[config.mk]
export PLATFORM = sky130hd
export DESIGN_NAME = sram_arbiter
export DESIGN_NICKNAME = d
export VERILOG_FILES = /design/src/rtl/sram_arbiter_pkg.sv /design/src/rtl/sram_arbiter_rr_pick.sv /design/src/rtl/sram_arbiter.sv
export SDC_FILE = /design/constraint.sdc
export NUM_CORES = 1
export LEC_CHECK = 0
export CORE_AREA = 3 3 135 137
export CTS_BUF_LIST = sky130_fd_sc_hd__clkbuf_16
export CTS_CLUSTER_SIZE = 30
export DETAILED_ROUTE_END_ITERATION = 12
export DIE_AREA = 0 0 138 140
export HOLD_SLACK_MARGIN = 0.02
export PLACE_DENSITY = 0.75
export REMOVE_ABC_BUFFERS = 1
export SYNTH_ARGS = -nofsm -noshare
export SYNTH_HDL_FRONTEND = slang
export SYNTH_SLANG_ARGS = --single-unit
[constraint.sdc]
create_clock -name i_clk -period 18 [get_ports i_clk]
set_clock_uncertainty 0.2 [all_clocks]
set_input_delay 5.4 -clock i_clk [delete_from_list [all_inputs] [get_ports i_clk]]
set_output_delay 5.4 -clock i_clk [all_outputs]
set_load 0.1 [all_outputs]
[src/rtl/sram_arbiter_pkg.sv]
// sram_arbiter_pkg: FSM encoding, grant width and SRAM geometry shared by the arbiter and ram_ctrl.
package sram_arbiter_pkg;
   typedef enum logic [1:0] {
      ST_IDLE   = 2'd0,
      ST_ACCEPT = 2'd1,
      ST_BUSY   = 2'd2,
      ST_RESP   = 2'd3
   } state_t;
   localparam int SRAM_ADDR_W = 20;
   localparam int SRAM_DATA_W = 32;
   localparam int GRANT_W     = 3;
   // Distance of port p after last in round-robin order: 1 is next in line, n is last itself
   function automatic int rr_dist(input int p, input int last, input int n);
      return (p > last) ? p - last : p - last + n;
   endfunction
endpackage

[src/rtl/sram_arbiter_rr_pick.sv]
// rr_pick: combinational round-robin priority encoder; first requester after i_last wins.
module rr_pick
   import sram_arbiter_pkg::*;
#(
   parameter int N = 4
) (
   input  logic [N-1:0]       i_req,
   input  logic [GRANT_W-1:0] i_last,
   output logic [GRANT_W-1:0] o_idx,
   output logic               o_any
);
   int w_best;
   always_comb begin
      o_idx  = '0;
      o_any  = 1'b0;
      w_best = N + 1;
      for (int p = 0; p < N; p++) begin
         if (i_req[p] && rr_dist(p, int'(i_last), N) < w_best) begin
            w_best = rr_dist(p, int'(i_last), N);
            o_idx  = GRANT_W'(p);
            o_any  = 1'b1;
         end
      end
   end
endmodule

[src/rtl/sram_arbiter.sv]
// sram_arbiter: N-port round-robin front end serialising clients onto the single-requester SRAM controller.
// Define SRAM_ARB_TIMEOUT_EN to abort BUSY after TIMEOUT_CYC cycles with rsp_err and a sticky timeout_flag.
module sram_arbiter
   import sram_arbiter_pkg::*;
#(
   parameter int NUM_PORTS   = 4,
   parameter int ADDR_W      = SRAM_ADDR_W,
   parameter int DATA_W      = SRAM_DATA_W,
   parameter int TIMEOUT_CYC = 1023
) (
   input  logic                        i_clk,
   input  logic                        i_rst_n,
   input  logic [NUM_PORTS-1:0]        i_req_valid,
   input  logic [NUM_PORTS-1:0]        i_req_we,
   input  logic [NUM_PORTS*ADDR_W-1:0] i_req_addr,
   input  logic [NUM_PORTS*DATA_W-1:0] i_req_wdata,
   output logic [NUM_PORTS-1:0]        o_req_ready,
   output logic [NUM_PORTS-1:0]        o_rsp_valid,
   output logic [DATA_W-1:0]           o_rsp_rdata,
   output logic                        o_rsp_err,
   output logic                        o_mem_read,
   output logic                        o_mem_write,
   output logic [ADDR_W-1:0]           o_mem_addr,
   output logic [DATA_W-1:0]           o_mem_wdata,
   input  logic                        i_mem_done,
   input  logic [DATA_W-1:0]           i_mem_rdata,
   output logic                        o_busy,
   output logic [GRANT_W-1:0]          o_grant_idx,
   output logic                        o_timeout_flag
);
   state_t                r_state, w_next;
   logic [GRANT_W-1:0]    r_g, r_last, w_pick;
   logic                  w_any, r_we, w_to, w_err;
   logic [ADDR_W-1:0]     r_addr;
   logic [DATA_W-1:0]     r_wdata, r_rdata;
   logic [ADDR_W-1:0]     w_addr  [2**GRANT_W];
   logic [DATA_W-1:0]     w_wdata [2**GRANT_W];
   logic [2**GRANT_W-1:0] w_we;
   logic [NUM_PORTS-1:0]  w_oh;

   if (NUM_PORTS < 2 || NUM_PORTS > 2**GRANT_W || TIMEOUT_CYC < 1 || TIMEOUT_CYC > 2047) begin : g_bad_cfg
      $error("sram_arbiter: unsupported NUM_PORTS or TIMEOUT_CYC");
   end

   rr_pick #(.N(NUM_PORTS)) u_pick (
      .i_req  (i_req_valid),
      .i_last (r_last),
      .o_idx  (w_pick),
      .o_any  (w_any)
   );

   // Unpack to a full 2**GRANT_W table so the 3-bit grant indexes it exactly
   for (genvar p = 0; p < 2**GRANT_W; p++) begin : g_port
      if (p < NUM_PORTS) begin : g_on
         assign w_addr[p]  = i_req_addr[p*ADDR_W +: ADDR_W];
         assign w_wdata[p] = i_req_wdata[p*DATA_W +: DATA_W];
         assign w_we[p]    = i_req_we[p];
      end else begin : g_off
         assign w_addr[p]  = '0;
         assign w_wdata[p] = '0;
         assign w_we[p]    = 1'b0;
      end
   end

   always_ff @(posedge i_clk or negedge i_rst_n) begin
      if (!i_rst_n) r_state <= ST_IDLE;
      else          r_state <= w_next;
   end

   always_comb begin
      case (r_state)
         ST_IDLE:   w_next = w_any ? ST_ACCEPT : ST_IDLE;
         ST_ACCEPT: w_next = ST_BUSY;
         ST_BUSY:   w_next = (i_mem_done || w_to) ? ST_RESP : ST_BUSY;
         default:   w_next = ST_IDLE;
      endcase
   end

   always_ff @(posedge i_clk or negedge i_rst_n) begin
      if (!i_rst_n) begin
         r_g     <= '0;
         r_last  <= GRANT_W'(NUM_PORTS - 1);
         r_we    <= 1'b0;
         r_addr  <= '0;
         r_wdata <= '0;
         r_rdata <= '0;
      end else begin
         if (r_state == ST_IDLE && w_any) begin
            r_g     <= w_pick;
            r_we    <= w_we[w_pick];
            r_addr  <= w_addr[w_pick];
            r_wdata <= w_wdata[w_pick];
         end
         // Writes and timeout aborts hand back zero data
         if (r_state == ST_BUSY && (i_mem_done || w_to)) r_rdata <= (r_we || !i_mem_done) ? '0 : i_mem_rdata;
         if (r_state == ST_RESP) r_last <= r_g;
      end
   end

   assign w_oh = NUM_PORTS'(1) << r_g;

   always_comb begin
      o_req_ready = (r_state == ST_ACCEPT) ? w_oh : '0;
      o_rsp_valid = (r_state == ST_RESP) ? w_oh : '0;
      o_rsp_rdata = (r_state == ST_RESP) ? r_rdata : '0;
      o_rsp_err   = (r_state == ST_RESP) && w_err;
      o_mem_read  = (r_state == ST_BUSY) && !r_we;
      o_mem_write = (r_state == ST_BUSY) && r_we;
      o_busy      = r_state != ST_IDLE;
   end

   assign o_mem_addr  = r_addr;
   assign o_mem_wdata = r_wdata;
   assign o_grant_idx = r_g;

`ifdef SRAM_ARB_TIMEOUT_EN
   logic [10:0] r_cnt;
   logic        r_err, r_tflag;
   assign w_to           = (r_state == ST_BUSY) && !i_mem_done && (r_cnt == 11'(TIMEOUT_CYC - 1));
   assign w_err          = r_err;
   assign o_timeout_flag = r_tflag;
   always_ff @(posedge i_clk or negedge i_rst_n) begin
      if (!i_rst_n) begin
         r_cnt   <= '0;
         r_err   <= 1'b0;
         r_tflag <= 1'b0;
      end else begin
         r_cnt <= (r_state == ST_BUSY) ? r_cnt + 11'd1 : '0;
         if (r_state == ST_BUSY && (i_mem_done || w_to)) r_err <= w_to;
         if (w_to) r_tflag <= 1'b1;
      end
   end
`else
   assign w_to           = 1'b0;
   assign w_err          = 1'b0;
   assign o_timeout_flag = 1'b0;
`endif
endmodule

==> metrics.txt, run 1 <==
crit end category register; most frequent CP cell ha_1; Arrival @ worst endpoint 12.54 ns; Fin Setup TNS 0 ns; count leader, synth dfrtp_1; root buffer selected by CTS clkbuf_16; Iteration-0 DRC Markers 208; pre-CTS setup slack 5.08 ns; WS Path Type input pin to register; Seq cells post-synth 91; GRT Overall Usage 21.4%; Mapped Area 0.00599 mm²; Rows 48; DR DRC count 0; Initial Util 34.9%; die area 0.0193 mm²; YS warnings 0; Leak 3.78 nW; Max Slew Vio Count 0; minimum clock period after layout 12.48 ns; top cells by area, synth dfrtp_1 (37%), a221oi_2 (12%), mux2_2 (10%), o2bb2ai_1 (7.7%), nor2_1 (3.6%); GRT Residual Overflow 0; port bufs 347; Mapped Avg Cell Area 10.5 µm²; die height 140 µm; Max VDD drop 0.189 mV; Seq. cell area 0.00228 mm²; CP max-delay cell o311a_2; status finished clean; ordered list of cells on the worst path clkdlybuf4s50_1, nor2b_1, ha_1, nor2b_1, o21ai_4, buf_4, mux2_2, ha_1, nor4b_2, nand2_1, o31ai_4, mux2_2, ha_1, nand3b_1, nand4b_1, nor2_1, o41a_2, o311a_2, o2bb2ai_1; worst hold path class register to register; placed instance area 0.00949 mm²; diode count 0; vias in the first global route 5816; Rel. slew slack 22.0%; via count 5615; share of the synthesized area in the top cell type 37.2%; CP max stage delay 1.11 ns; setup ws final 5.52 ns; commonest cells in the netlist dfrtp_1 (89), nor2_1 (58), mux2_2 (55); # setup viols final 0; CTS tree yes; Tcrit/Tclk final 69.4%; RSZ-0062 raised after global routing no; htree depth 3; Chip Width 138 µm; Antenna Violating Nets Remaining 0; EDFF count, synth 0; Clock transition at path regs 0.07 ns; CP bufs+invs 2; Skew-Pair Late Insertion Delay 0.34 ns; Worst Path Max Fanout 60; measured slew at the worst slew-check pin 1.17 ns; achievable clock frequency 80.1 MHz; Finished Cell Area 0.00976 mm²; post-cts sizing count 0; WHS 0.272 ns; final hold vios 0; register area share after synthesis 38.0%; Post-DP HPWL 16.4 mm; final wirelength 21.4 mm; layout cells sized above 1 15.6%; Multi-input gate area 0.00337 mm²; nets@finish 1149; initial antenna violation count 0; Mapped Cells 569; largest net degree at the start of global routing 66; Distinct cells, synth 39; cell taking the most area after synthesis dfrtp_1; Filler cells 1572; core area 0.0172 mm²; first-pass GRT wire length 33.0 mm; Clock Path Buffers 2; clock sinks 91; Post-CTS Setup Inserts 0; Worst path top cell family by delay compound AO/OA/AOI/OAI gates; async set or reset register ratio after synthesis 100%; vias per cell 5.05; GP Congestion 0.884; hold buffers post-CTS 0; Max-cap violations 0; WL per Instance 19.3 µm; Finished Core Util 56.8%; TritonCTS Buffers 9; Boundary Pins 351; ys flop type dfrtp_1; router iterations before antenna repair 4; pwr/cell area 222 mW/mm²; startpoint types input pin; Syn-to-layout area delta 62.8%; Critical Path RT 18.06 ns
stage by stage:
step | cells | power [mW]
floorplan | 517 | 1.59
global placement | 1096 | 1.98
detailed placement | 1096 | 2.01
CTS | 1112 | 2.19
global route | 1112 | 2.29
finish | 1112 | 2.17
kinds of logic after synthesis:
kind of cell	share of synthesized area [%]
AND/OR/NAND/NOR	15.4
flip-flops	38.0
multiplexers	10.3
AO/OA/AOI/OAI	26.4
adder cells (fa/ha/maj)	3.34
other	0.0626
buffers and inverters	6.41
registers in the layout, summed over array words and instances (netlist names):
signal and flops:
r_rdata 32, r_last 2, o_grant_idx 2, o_mem_wdata 32, r_we 1, r_state 2
o_mem_addr 20
area by class of cell:
| class | count | area share [%] |
|---|---|---|
| clock inverter | 7 | 0.474 |
| tap | 225 | 2.89 |
| multi-input combinational | 418 | 34.5 |
| timing repair buffer | 354 | 36.1 |
| inverter | 8 | 0.308 |
| sequential | 91 | 23.4 |
| clock buffer | 9 | 2.31 |
tightest hold or removal path, delay by kind of cell (launching register included):
kind | cells | cell delay [ns]
AND/OR/NAND/NOR | 1 | 0.04
AO/OA/AOI/OAI | 1 | 0.06
flip-flops | 1 | 0.33
routing by layer:
metal  up-vias  part of all wire, %  global-route usage, %
met5         -                    0                      0
met4         0                  2.8                   7.49
li1       2697                    -                      -
met3        32                  7.4                   5.46
met1      2640                   39                   25.1
met2       246                   51                   38.1
report_power, final:
| group | switching [mW] | internal (mW) | leakage [nW] | total [mW] |
|---|---|---|---|---|
| sequential | 0.0633 | 0.310 | 1.09 | 0.373 |
| combinational | 1.15 | 0.475 | 2.56 | 1.62 |
| clock | 0.0813 | 0.0934 | 0.138 | 0.175 |
| total | 1.29 | 0.878 | 3.78 | 2.17 |
worst paths after layout:
check                                  endpoint  cells past startpoint           start  slack (ns)
worst max-delay path            o_mem_wdata[29]                     19  i_req_valid[0]        5.52
worst max register to register  o_mem_wdata[29]                     20       r_last[1]       10.29
min in group asynchronous           r_rdata[10]                      1         i_rst_n        4.88
max in group asynchronous             r_last[1]                      2         i_rst_n       11.68
worst min-delay path                r_rdata[20]                      2     r_rdata[20]        0.27
worst min register to register      r_rdata[20]                      2     r_rdata[20]        0.27
cell usage in the layout, fill, tap and decap left out, types with 2 or more instances in the layout:
master / netlist / routed
conb_1: 1 / 3
clkinv_4: 0 / 2
buf_4: 3 / 8
nand2_1: 42 / 41
a21oi_1: 4 / 4
o2bb2ai_1: 53 / 53
a221oi_2: 49 / 49
nand3_1: 2 / 2
and2_1: 33 / 33
o21ai_0: 37 / 37
mux2_2: 55 / 55
clkbuf_16: 0 / 9
and3_1: 2 / 2
nor3b_1: 3 / 3
and3b_1: 2 / 2
o21ai_1: 3 / 2
nor2_1: 58 / 58
a221oi_1: 4 / 4
dfstp_2: 2 / 2
dfrtp_1: 89 / 89
nor2b_1: 4 / 4
nand2b_1: 34 / 34
clkdlybuf4s50_1: 0 / 346
inv_1: 8 / 10
ha_1: 16 / 16
Power figures use the tool's default switching activity.
==> run 2, diff against run 1 <==
- CORE_AREA: 3 3 135 137 -> 3 3 136 138
- DIE_AREA: 0 0 138 140 -> 0 0 139 141
- PLACE_DENSITY: 0.75 -> 0.74
- clock period: 18 -> 12.47 ns (I/O delays scaled with it)
==> run 2 against run 1 <==
Worst hold slack better by 0.0013 ns. Setup slack lost 3.1 ns. Cell area increased by 0.31%. Largest cell class unchanged. Register-to-register slack worse by 4.7 ns. First-iteration DRC count shrank 8.2%.
==> metrics.txt, run 2 (synthesized netlist as in run 1, its figures left out) <==
status finished clean; minimum clock period after layout 10.04 ns; root buffer selected by CTS clkbuf_16; Reg-to-Reg Start r_last[1]; Antenna Violating Nets Remaining 0; Critical Path RT 12.52 ns; Filler cells 1543; via count 5541; Finished Cell Area 0.00979 mm²; layout cells sized above 1 15.5%; Worst Path Max Fanout 37; vias per cell 4.97; Clock Path Buffers 2; diode count 0; pre-CTS setup slack 2.04 ns; clock share of power 8.5%; Boundary Pins 351; router iterations before antenna repair 4; post-cts sizing count 0; reg2reg setup slack 5.61 ns; first-pass GRT wire length 32.4 mm; GP Congestion 0.925; Syn-to-layout area delta 63.3%; measured slew at the worst slew-check pin 1.12 ns; achievable clock frequency 99.6 MHz; die height 141 µm; crit end category register; core area 0.0173 mm²; RSZ-0062 raised after global routing no; TritonCTS Buffers 9; final wirelength 21.2 mm; commonest non-fill, non-tap cell in the layout clkdlybuf4s50_1; port bufs 347; initial antenna violation count 2; WL per Instance 19.1 µm; final hold vios 0; GRT Overall Usage 20.9%; GRT Residual Overflow 0; cell internal pwr 1.29 mW; WS Path Type input pin to register; worst hold start r_rdata[11]; Max VDD drop 0.223 mV; nets@finish 1151; vias in the first global route 5762; setup ws final 2.43 ns; CTS tree yes; Rel. slew slack 25.5%; Clock transition at path regs 0.06 ns; Leak 3.80 nW; Initial Util 34.6%; most frequent cells in the layout clkdlybuf4s50_1 (346), dfrtp_1 (89), nor2_1 (58), mux2_2 (55), o2bb2ai_1 (53); Max Slew Vio Count 0; pwr/cell area 321 mW/mm²; Max-cap violations 0; startpoint types input pin; Post-DP HPWL 16.4 mm; clock sinks 91; Chip Width 139 µm; placed instance area 0.00950 mm²; hold path endpoint r_rdata[11]; Skew-Pair Late Insertion Delay 0.33 ns; worst hold path class register to register; Logic pwr share 74.5%; DR DRC count 0; sequential share of power 17.0%; Rows 48; worst reg2reg path endpoint o_mem_addr[15]; Iteration-0 DRC Markers 191; largest net degree at the start of global routing 66; htree depth 3; # setup viols final 0; hold buffers post-CTS 0; hold path depth 2; P_sw 1.85 mW; Register-to-Register Path Depth 21; die area 0.0196 mm²; WHS 0.273 ns; Tcrit/Tclk final 80.5%; Arrival @ worst endpoint 10.09 ns; Sw Ratio 59.0%; Post-CTS Setup Inserts 0
[run 2: changes by cell type in the layout (fill, tap and decap cells not counted), sizes merged]
cell / previous run / this run
buf: 8 / 10
bufinv: 0 / 1
inv: 11 / 10
[run 2: final cells by class]
cell class / count / area (µm²) / area share (%)
Clock buffer: 9 / 225 / 2.30
Clock inverter: 7 / 61.3 / 0.626
Tap cell: 225 / 282 / 2.88
Inverter: 8 / 30.0 / 0.307
Sequential cell: 91 / 2280 / 23.3
Timing Repair Buffer: 356 / 3540 / 36.2
Multi-Input combinational cell: 418 / 3370 / 34.4
[run 2: power by group through the flow]
stage	combinational, mW	sequential (mW)	clock, mW
global placement	2.34	0.536	0
global route	2.47	0.554	0.289
detailed placement	2.36	0.540	0
finish	2.34	0.534	0.267
CTS	2.36	0.536	0.276
floorplan	1.13	1.17	0
[run 2: layer usage]
layer | share of wire, % | wire (µm) | GRT usage (%)
met3 | 7.2 | 1520 | 6.04
met5 | 0.16 | 33 | 0
met1 | 40 | 8510 | 24.5
met2 | 51 | 10800 | 37.6
met4 | 1.8 | 377 | 5.72
[run 2: critical path, cell delays in order]
cell,delay (ns)
clkdlybuf4s50_1,0.64
nor2b_1,0.22
ha_1,0.24
nor2b_1,0.18
o21ai_4,0.66
buf_4,0.54
nor2_1,0.10
a21oi_1,0.18
ha_1,0.27
a21boi_2,0.19
o31ai_4,0.40
mux2_2,0.39
ha_1,0.29
nand3b_1,0.09
nand4b_1,0.27
nor2_1,0.30
o41a_2,0.19
o311a_2,0.52
buf_4,0.44
o2bb2ai_1,0.16
[run 2: per-stage QoR]
step           std cells  utilization [%]  power [mW]  setup TNS, ns
2_1_floorplan        517                -        2.30         -76.31
3_5_place_dp        1098             54.9        2.90              0
3_3_place_gp        1098             54.9        2.88              0
4_1_cts             1114             56.6        3.17              0
5_1_grt             1114             56.6        3.32              0
6_report            1114             56.6        3.14              0
[run 2: how the worst max path moves through the flow]
stage / startpoint / end / depth (start not counted)
2_1_floorplan: i_req_valid[0] / o_grant_idx[0] / 16
3_3_place_gp: i_req_valid[0] / o_mem_wdata[9] / 20
3_5_place_dp: i_req_valid[0] / o_mem_wdata[19] / 20
4_1_cts: i_req_valid[0] / o_mem_addr[15] / 20
5_1_grt: i_req_valid[0] / o_mem_addr[15] / 20
6_report: i_req_valid[0] / o_mem_addr[15] / 20
==> run 3, diff against run 2 <==
- CORE_AREA: 3 3 136 138 -> default
- CORE_MARGIN: default -> 3
- CORE_UTILIZATION: default -> 35
- DIE_AREA: 0 0 139 141 -> default
- PLACE_DENSITY: 0.74 -> 0.78
- clock period: 12.47 -> 8.1 ns (I/O delays scaled with it)
==> run 3 against run 2 <==
Core utilization is 2.8 points higher. Sequential power is 55% higher. Worst hold slack better by 0.00085 ns. Sequential cell count stayed put. Die area is 4.4% lower. Largest cell class unchanged.
==> metrics.txt, run 3 (synthesized netlist as in run 1, its figures left out) <==
hold buffers post-CTS 0; Finished Core Util 59.3%; CP max stage delay 0.47 ns; CP Depth 19; achievable clock frequency 135 MHz; WHS 0.274 ns; pwr/cell area 500 mW/mm²; clock sinks 91; Rows 47; router iterations before antenna repair 4; Syn-to-layout area delta 64.8%; RSZ-0062 raised after global routing no; Register-to-Register Path Depth 20; placed instance area 0.00958 mm²; reg2reg setup slack 2.36 ns; status finished clean; Post-DP HPWL 17.0 mm; setup ws final 0.706 ns; # setup viols final 0; root buffer selected by CTS clkbuf_16; Max VDD drop 0.259 mV; CP max-delay cell clkdlybuf4s50_1; Initial Util 36.0%; final hold vios 0; pre-CTS setup slack 0.376 ns; layout cells sized above 1 16.5%; worst hold path class register to register; commonest non-fill, non-tap cell in the layout clkdlybuf4s50_1; Skew-Pair Late Insertion Delay 0.34 ns; WL per Instance 19.3 µm; initial antenna violation count 1; core area 0.0166 mm²; die area 0.0187 mm²; Chip Width 137 µm; Post-CTS Setup Inserts 0; final wirelength 21.6 mm; Leak 3.84 nW; Worst Path Max Fanout 28; GP Congestion 0.831; Max Slew Vio Count 0; via count 5652; measured slew at the worst slew-check pin 1.10 ns; GRT Overall Usage 22.5%; die height 137 µm; Fin Setup TNS 0 ns; port bufs 347; Antenna Violating Nets Remaining 0; post-cts sizing count 0; largest net degree at the start of global routing 66; Worst path top cell family by delay compound AO/OA/AOI/OAI gates; TritonCTS Buffers 9; vias per cell 5.06; Tot Pwr 4.94 mW; startpoint types input pin; hold path depth 2; Arrival @ worst endpoint 7.41 ns; ordered list of cells on the worst path clkdlybuf4s50_1, nor2b_1, ha_1, nor2b_1, o21ai_4, mux2_2, ha_1, nor4b_2, nand2_1, o31ai_4, mux2_2, ha_1, nand3_1, o31ai_1, nor2_1, o41a_2, o311a_2, buf_4, o2bb2ai_1; Clock Path Buffers 2; Post-Layout Cell Count 1118; first-pass GRT wire length 32.0 mm; vias in the first global route 5709; Clock transition at path regs 0.07 ns; DR DRC count 0; nets@finish 1159; Tcrit/Tclk final 91.3%; Iteration-0 DRC Markers 207; crit end category register; CTS tree yes; Rel. slew slack 26.4%; minimum clock period after layout 7.39 ns; WS Path Type input pin to register; most frequent CP cell ha_1; htree depth 3; GRT Residual Overflow 0; Placed Instances 1101; Critical Path RT 8.12 ns; most frequent cells in the layout clkdlybuf4s50_1 (346), dfrtp_1 (89), nor2_1 (58), mux2_2 (55), o2bb2ai_1 (53); CP bufs+invs 2; Finished Cell Area 0.00987 mm²; Boundary Pins 351; Max-cap violations 0
==> run 3: cell count changes in the layout (fill, tap and decap cells not counted) <==
cell,before,now
inv_6,0,1
diode_2,0,1
clkinv_2,0,1
buf_12,0,2
buf_4,10,16
inv_1,10,8
==> run 3: power by group <==
part / switching (mW) / internal [mW] / total (mW)
clock network: 0.184 / 0.238 / 0.422
logic: 2.56 / 1.13 / 3.69
registers: 0.139 / 0.689 / 0.828
total: 2.88 / 2.06 / 4.94
==> run 3: routing by layer <==
metal | GRT usage, % | wire length [µm] | part of all wire (%)
met1 | 25.6 | 8190 | 38
met2 | 40.9 | 11100 | 51
met3 | 6.03 | 1800 | 8.3
met4 | 6.87 | 482 | 2.2
met5 | 0 | 0 | 0
==> run 3: worst paths after layout <==
check | from | endpoint
min | r_rdata[8] | r_rdata[8]
min reg2reg | r_rdata[8] | r_rdata[8]
max | i_req_valid[0] | o_mem_wdata[4]
max in group asynchronous | i_rst_n | o_mem_wdata[13]
min in group asynchronous | i_rst_n | r_rdata[9]
max reg2reg | r_last[1] | o_mem_wdata[4]
==> run 3: final cells by class <==
class                      count  area, µm²
inverter                       8       30.0
antenna                        1       2.50
fill                        1470       6770
timing repair buffer         364       3620
multi-input combinational    418       3370
clock inverter                 7       67.6
sequential                    91       2280
clock buffer                   9        225
tap                          220        275
==> run 3: tightest hold or removal path, cell delays in order, from the launching register on <==
cell,delay [ns]
dfrtp_1,0.33
nand2_1,0.04
o21ai_0,0.06
